--- src/rtl/mesm6_pkg.sv ---
// Shared widths and fetch-state encoding for the MESM-6 instruction fetch unit.
package mesm6_pkg;

  localparam int unsigned WORD_W  = 48;
  localparam int unsigned WADDR_W = 15;
  localparam int unsigned OP_W    = 24;

  typedef enum logic [1:0] {
    StIdle,
    StFetch,
    StDiscard
  } fetch_state_e;

endpackage

--- src/rtl/mesm6_ifq.sv ---
// Circular prefetch queue of {word address, 48-bit word} entries with flush and
// an associative address match used for self-modifying-code snooping.
module mesm6_ifq
  import mesm6_pkg::*;
#(
  parameter int unsigned DEPTH = 4
) (
  input  logic                  clk,
  input  logic                  reset,
  input  logic                  flush,
  input  logic                  push,
  input  logic [WADDR_W-1:0]    push_addr,
  input  logic [WORD_W-1:0]     push_data,
  input  logic                  pop,
  input  logic [WADDR_W-1:0]    match_addr,
  output logic [WADDR_W-1:0]    head_addr,
  output logic [WORD_W-1:0]     head_data,
  output logic [$clog2(DEPTH):0] count,
  output logic                  match_hit
);

  localparam int unsigned PW = $clog2(DEPTH);
  localparam int unsigned CW = PW + 1;

  logic [WADDR_W-1:0] addr_mem [DEPTH];
  logic [WORD_W-1:0]  data_mem [DEPTH];
  logic [PW-1:0]      head;
  logic [PW-1:0]      tail;
  logic               do_push;
  logic               do_pop;

  assign do_push = push && !flush;
  assign do_pop  = pop && !flush && (count != '0);

  always_ff @(posedge clk) begin
    if (reset || flush) begin
      head  <= '0;
      tail  <= '0;
      count <= '0;
    end else begin
      if (do_push) tail <= tail + 1'b1;
      if (do_pop)  head <= head + 1'b1;
      count <= count + CW'(do_push) - CW'(do_pop);
    end
  end

  always_ff @(posedge clk) begin
    if (do_push) begin
      addr_mem[tail] <= push_addr;
      data_mem[tail] <= push_data;
    end
  end

  assign head_addr = addr_mem[head];
  assign head_data = data_mem[head];

  // A slot is live when its distance from head is below count (all slots when full).
  always_comb begin
    match_hit = 1'b0;
    for (int i = 0; i < DEPTH; i++) begin
      if (((PW'(i) - head) < count[PW-1:0] || count[PW]) && (addr_mem[i] == match_addr)) begin
        match_hit = 1'b1;
      end
    end
  end

endmodule

--- src/rtl/mesm6_ifetch.sv ---
// MESM-6 instruction fetch: hit/advance/miss decode over the prefetch queue and
// the instruction-bus request FSM, with snoop-triggered flush.
module mesm6_ifetch
  import mesm6_pkg::*;
#(
  parameter int unsigned DEPTH    = 4,
  parameter int unsigned PREFETCH = 1
) (
  input  logic                clk,
  input  logic                reset,
  input  logic [15:0]         pc,
  input  logic                pc_valid,
  output logic [OP_W-1:0]     opcode,
  output logic                op_valid,
  input  logic                snoop_we,
  input  logic [WADDR_W-1:0]  snoop_addr,
  output logic                ibus_fetch,
  output logic [WADDR_W-1:0]  ibus_addr,
  input  logic [WORD_W-1:0]   ibus_input,
  input  logic                ibus_done
);

  localparam int unsigned CNT_W = $clog2(DEPTH) + 1;

  fetch_state_e       state;
  logic [WADDR_W-1:0] fetch_addr;
  logic [WADDR_W-1:0] fetch_addr_nxt;
  logic [WADDR_W-1:0] pc_word;
  logic [WADDR_W-1:0] head_addr;
  logic [WORD_W-1:0]  head_data;
  logic [CNT_W-1:0]   count;
  logic [CNT_W-1:0]   count_after;
  logic               q_match;
  logic               hit;
  logic               advance;
  logic               pending;
  logic               miss;
  logic               snoop_hit;
  logic               flush;
  logic               push;
  logic               pop;
  logic               can_issue;

  assign pc_word = pc[15:1];

  always_comb begin
    hit     = (count != '0) && (head_addr == pc_word);
    advance = pc_valid && (count >= CNT_W'(2)) && (pc_word == head_addr + 15'd1);
    // Waiting for the word already on the bus is not a miss.
    pending = (state == StFetch) && (ibus_addr == pc_word);
    miss    = pc_valid && !hit && !advance && !pending;
    snoop_hit = snoop_we && (q_match || ((state == StFetch) && (ibus_addr == snoop_addr)));
    flush   = miss || snoop_hit;
    push    = (state == StFetch) && ibus_done && !flush;
    pop     = advance && !flush;
    count_after = flush ? '0 : (count + CNT_W'(push) - CNT_W'(pop));
    if (flush) begin
      fetch_addr_nxt = pc_word;
    end else if (push) begin
      fetch_addr_nxt = fetch_addr + 15'd1;
    end else begin
      fetch_addr_nxt = fetch_addr;
    end
    // Issue decisions look at the queue as it will be after this edge.
    if (PREFETCH != 0) begin
      can_issue = count_after < CNT_W'(DEPTH);
    end else begin
      can_issue = (count_after == '0) && pc_valid;
    end
  end

  always_ff @(posedge clk) begin
    if (reset) begin
      state      <= StIdle;
      ibus_fetch <= 1'b0;
      ibus_addr  <= '0;
      fetch_addr <= '0;
    end else begin
      fetch_addr <= fetch_addr_nxt;
      unique case (state)
        StIdle: begin
          if (can_issue) begin
            state      <= StFetch;
            ibus_fetch <= 1'b1;
            ibus_addr  <= fetch_addr_nxt;
          end
        end
        StFetch, StDiscard: begin
          if (ibus_done) begin
            if (can_issue) begin
              state     <= StFetch;
              ibus_addr <= fetch_addr_nxt;
            end else begin
              state      <= StIdle;
              ibus_fetch <= 1'b0;
            end
          end else if (flush) begin
            state <= StDiscard;
          end
        end
        default: begin
          state      <= StIdle;
          ibus_fetch <= 1'b0;
        end
      endcase
    end
  end

  assign op_valid = hit;
  assign opcode   = !hit ? '0 : (pc[0] ? head_data[OP_W-1:0] : head_data[WORD_W-1:OP_W]);

  mesm6_ifq #(
    .DEPTH(DEPTH)
  ) u_ifq (
    .clk       (clk),
    .reset     (reset),
    .flush     (flush),
    .push      (push),
    .push_addr (ibus_addr),
    .push_data (ibus_input),
    .pop       (pop),
    .match_addr(snoop_addr),
    .head_addr (head_addr),
    .head_data (head_data),
    .count     (count),
    .match_hit (q_match)
  );

endmodule

--- config.mk ---
export PLATFORM = sky130hd
export DESIGN_NAME = mesm6_ifetch
export DESIGN_NICKNAME = d
export VERILOG_FILES = /design/src/rtl/mesm6_pkg.sv /design/src/rtl/mesm6_ifq.sv /design/src/rtl/mesm6_ifetch.sv
export SDC_FILE = /design/constraint.sdc
export NUM_CORES = 1
export LEC_CHECK = 0
export ABC_AREA = 0
export BUFFER_PORTS_ARGS = -buffer_cell sky130_fd_sc_hd__buf_2
export CAP_MARGIN = 5
export CORE_MARGIN = 2
export CORE_UTILIZATION = 50
export DETAILED_ROUTE_END_ITERATION = 6
export HOLD_SLACK_MARGIN = 0.02
export PLACE_DENSITY = 0.69
export SYNTH_ARGS = -nofsm -noshare
export SYNTH_HDL_FRONTEND = slang
export SYNTH_SLANG_ARGS = --single-unit
export TNS_END_PERCENT = 20
--- constraint.sdc ---
create_clock -name clk -period 5.9 [get_ports clk]
set_input_delay 0.295 -clock clk [delete_from_list [all_inputs] [get_ports clk]]
set_output_delay 0.295 -clock clk [all_outputs]
set_load 0.01 [all_outputs]
==> impl_metrics.csv <==
group,metric,value,unit
clock_tree,cts_tree,"done",
timing,hold_violations,0,
worst_setup_path,cp.required,6400,ps
clock_tree,clkLatencyLatePin,590,ps
timing,setup_ws,641,ps
timing,drv_slew,0,
synth,synthCells,935,
detailed_routing,drcViolationCount,0,
detailed_routing,top_layer_used,"met4",
timing,timing.hold.ws,39.8,ps
final_layout,fin_area,16300,um^2
detailed_routing,post_drt_wl_per_cell,22.0,um
worst_setup_path,crit_path_max_fanout,15,
synth,synth_edf_count,252,
pwr,leakage,5.58,nW
pwr,sequentialPowerShare,50.2,%
run_status,outcome,"completed",
timing,fin_tns_setup,0,ps
clock_tree,path_clk_slew,60,ps
detailed_routing,vias_per_cell,5.82,
clock_tree,clockRootBuffer,"clkbuf_16",
detailed_routing,wl_met1,13800,um
global_route,grt_pass1_wl,49600,um
global_route,grt_max_degree,55,
pwr,p_clk_share,40.9,%
die,die_y,169,um
synth,netlist_area,13700,um^2
timing,worst_pin_slew,951,ps
detailed_routing,wirelength,32700,um
synth,async_flop_share,0,%
pwr,netSwitchingPower,1.09,mW
final_layout,nets,1221,
clock_tree,cts.sinks,294,
timing,rsz0062_at_grt,"no",
pwr,p_comb_share,8.9,%
detailed_routing,ant_nets,0,
detailed_routing,first_pass_iters,5,
synth,synthDistinctLibCells,63,
global_route,grt_use_total,22.7,%
worst_setup_path,critPathArrivalTime,5760,ps
detailed_routing,drt_iter0_markers,848,
timing,fin_skew,18.9,ps
timing,finalCritPeriodShare,89.1,%
pwr,p_int,3.59,mW
timing,slew_headroom,36.6,%
detailed_routing,wl_met2,16000,um
detailed_routing,met3_length,2080,um
pwr,swShare,23.3,%
final_layout,final_common_cell,"edfxtp_1",
die,design.core.area,27000,um^2
synth,synth_flop_cell,"edfxtp_1",
final_layout,diodes,0,
synth,yosys_warnings,0,
clock_tree,ctsHtreeMaxLevel,1,
clock_tree,cts_made_buffers,31,
clock_tree,clk_path_buf_depth,3,
synth,synth-seq-cells,294,
timing,setup_violations,0,
synth,synth_nets,1038,
die,die-area,28700,um^2
pwr,p_per_area,288,nW/um^2
die,initial_core_util,50.8,%
placement,portBuffers,124,
placement,placed_area,14700,um^2
worst_setup_path,worstSetupPathType,"reg2reg",
synth,ys_seq_area_share,61.4,%
timing,timing.fmax,0.190,GHz
final_layout,syn_to_final_growth,18.7,%
die,num_rows,60,
placement,dp.final_hpwl,21600,um
flow_run,cap_violations,0,
clock_tree,post_cts_buffers,0,
hold_path,hp-class,"in2reg",
placement,finalWeightedCongestion,0.912,
global_route,antenna_found_initial,0,
placement,place_worst_setup_slack,795,ps
pwr,vdd_drop_max,0.272,mV
worst_setup_path,crit_path_start_kind,"flop",
worst_setup_path,cp-end-kind,"flop",
global_route,first_global_vias,8529,
global_route,overflow,0,
final_layout,final_layout_size_suffix_gt1_share,24.2,%
detailed_routing,vias,8643,
final_layout,final_cell_mix,"edfxtp_1 (252), buf_2 (124), xnor2_1 (86), mux4_2 (62), dlygate4sd3_1 (55)",
synth,avgSynthCellArea,14.6,um^2
die,io_pins,125,
die,die_width,169,um
timing,fin_crit,5260,ps
## cells by family after synthesis
group,after synthesis,synth area share [%]
adder cells (fa/ha/maj),19,1.79
flip-flops,294,61.4
multiplexers,92,12.6
buffers and inverters,93,3.01
AND/OR/NAND/NOR,208,8.01
AO/OA/AOI/OAI,98,4.72
XOR/XNOR,131,8.43
## worst paths after layout
kind	from	end	slack, ps	cells after the start
worst max-delay path	flop	ibus_addr[5]	640	18
worst min-delay path	pc[8]	fetch_addr[7]	40	3
worst max register to register	flop	ibus_addr[5]	640	18
worst min register to register	ibus_fetch	ibus_fetch	520	2
## per-stage QoR
stage	cells	utilization [%]	total power, mW
floorplan	935	-	2.62
global placement	1371	54.6	2.77
detailed placement	1371	54.6	2.77
CTS	1484	60.3	4.70
global route	1484	60.3	4.82
finish	1484	60.3	4.68
## Yosys cell counts (all sizes together) (4+ instances only)
| cell | instances | area, um^2 |
|---|---|---|
| and3 | 4 | 25.0 |
| buf | 21 | 143 |
| nand2 | 28 | 105 |
| mux4 | 64 | 1450 |
| nand2b | 5 | 31.3 |
| a211oi | 8 | 65.1 |
| ha | 18 | 225 |
| clkbuf | 34 | 128 |
| xnor2 | 87 | 769 |
| nand3 | 13 | 65.1 |
| a31oi | 5 | 46.3 |
| and2 | 7 | 43.8 |
| mux2i | 28 | 280 |
| nor3 | 26 | 135 |
| edfxtp | 252 | 7570 |
| nand4 | 26 | 163 |
| xor2 | 44 | 385 |
| a21oi | 24 | 120 |
| nor4 | 28 | 175 |
| o21ai | 39 | 199 |
| nor2 | 51 | 191 |
| inv | 38 | 143 |
| dfxtp | 42 | 841 |
## worst max-delay path, cell delays in order, from the launching register on
cell      delay, ps
dfxtp_4         380
mux4_2          450
ha_1            400
nand2b_1        120
o22ai_1         250
nand2_1         140
o41ai_1         530
nand4b_1        170
and4bb_1        410
and3_1          210
ha_1            140
inv_1            40
ha_1            260
a31oi_1         280
xnor2_1         220
a211oi_1        120
a221oi_4        630
o21ai_0         170
a211oi_1        250
## cell type report
| class | instances | area [um^2] |
|---|---|---|
| fill | 2049 | 10700 |
| multi-input combinational | 548 | 4880 |
| sequential | 294 | 8410 |
| clock inverter | 23 | 205 |
| inverter | 38 | 143 |
| clock buffer | 35 | 791 |
| tap | 341 | 427 |
| timing repair buffer | 205 | 1390 |
## repair_timing
item                      4_1_cts  5_1_grt
resized for setup               0        0
hold buffers                   55        0
hold endpoints to repair      201        0
## power groups by stage
stage	Clock, mW	Sequential [mW]	Combinational, mW
after floorplan	0	2.40	0.222
after global placement	0	2.39	0.379
after detailed placement	0	2.39	0.383
after CTS	1.94	2.35	0.413
after global routing	2.02	2.35	0.448
final	1.91	2.35	0.416
## layer usage
| layer | track usage (%) | vias up |
|---|---|---|
| met4 | 5.46 | 0 |
| met5 | 0 | - |
| li1 | - | 3939 |
| met1 | 31.1 | 4299 |
| met2 | 38.6 | 346 |
| met3 | 3.61 | 59 |
## state kept, by name, indices dropped and copies added (netlist names), named ones only
signal	count
u_ifq.addr_mem	60
u_ifq.count	3
u_ifq.tail	2
ibus_fetch	1
u_ifq.head	2
fetch_addr	15
u_ifq.data_mem	192
state	2
ibus_addr	15
(Power assumes the default switching activity.)
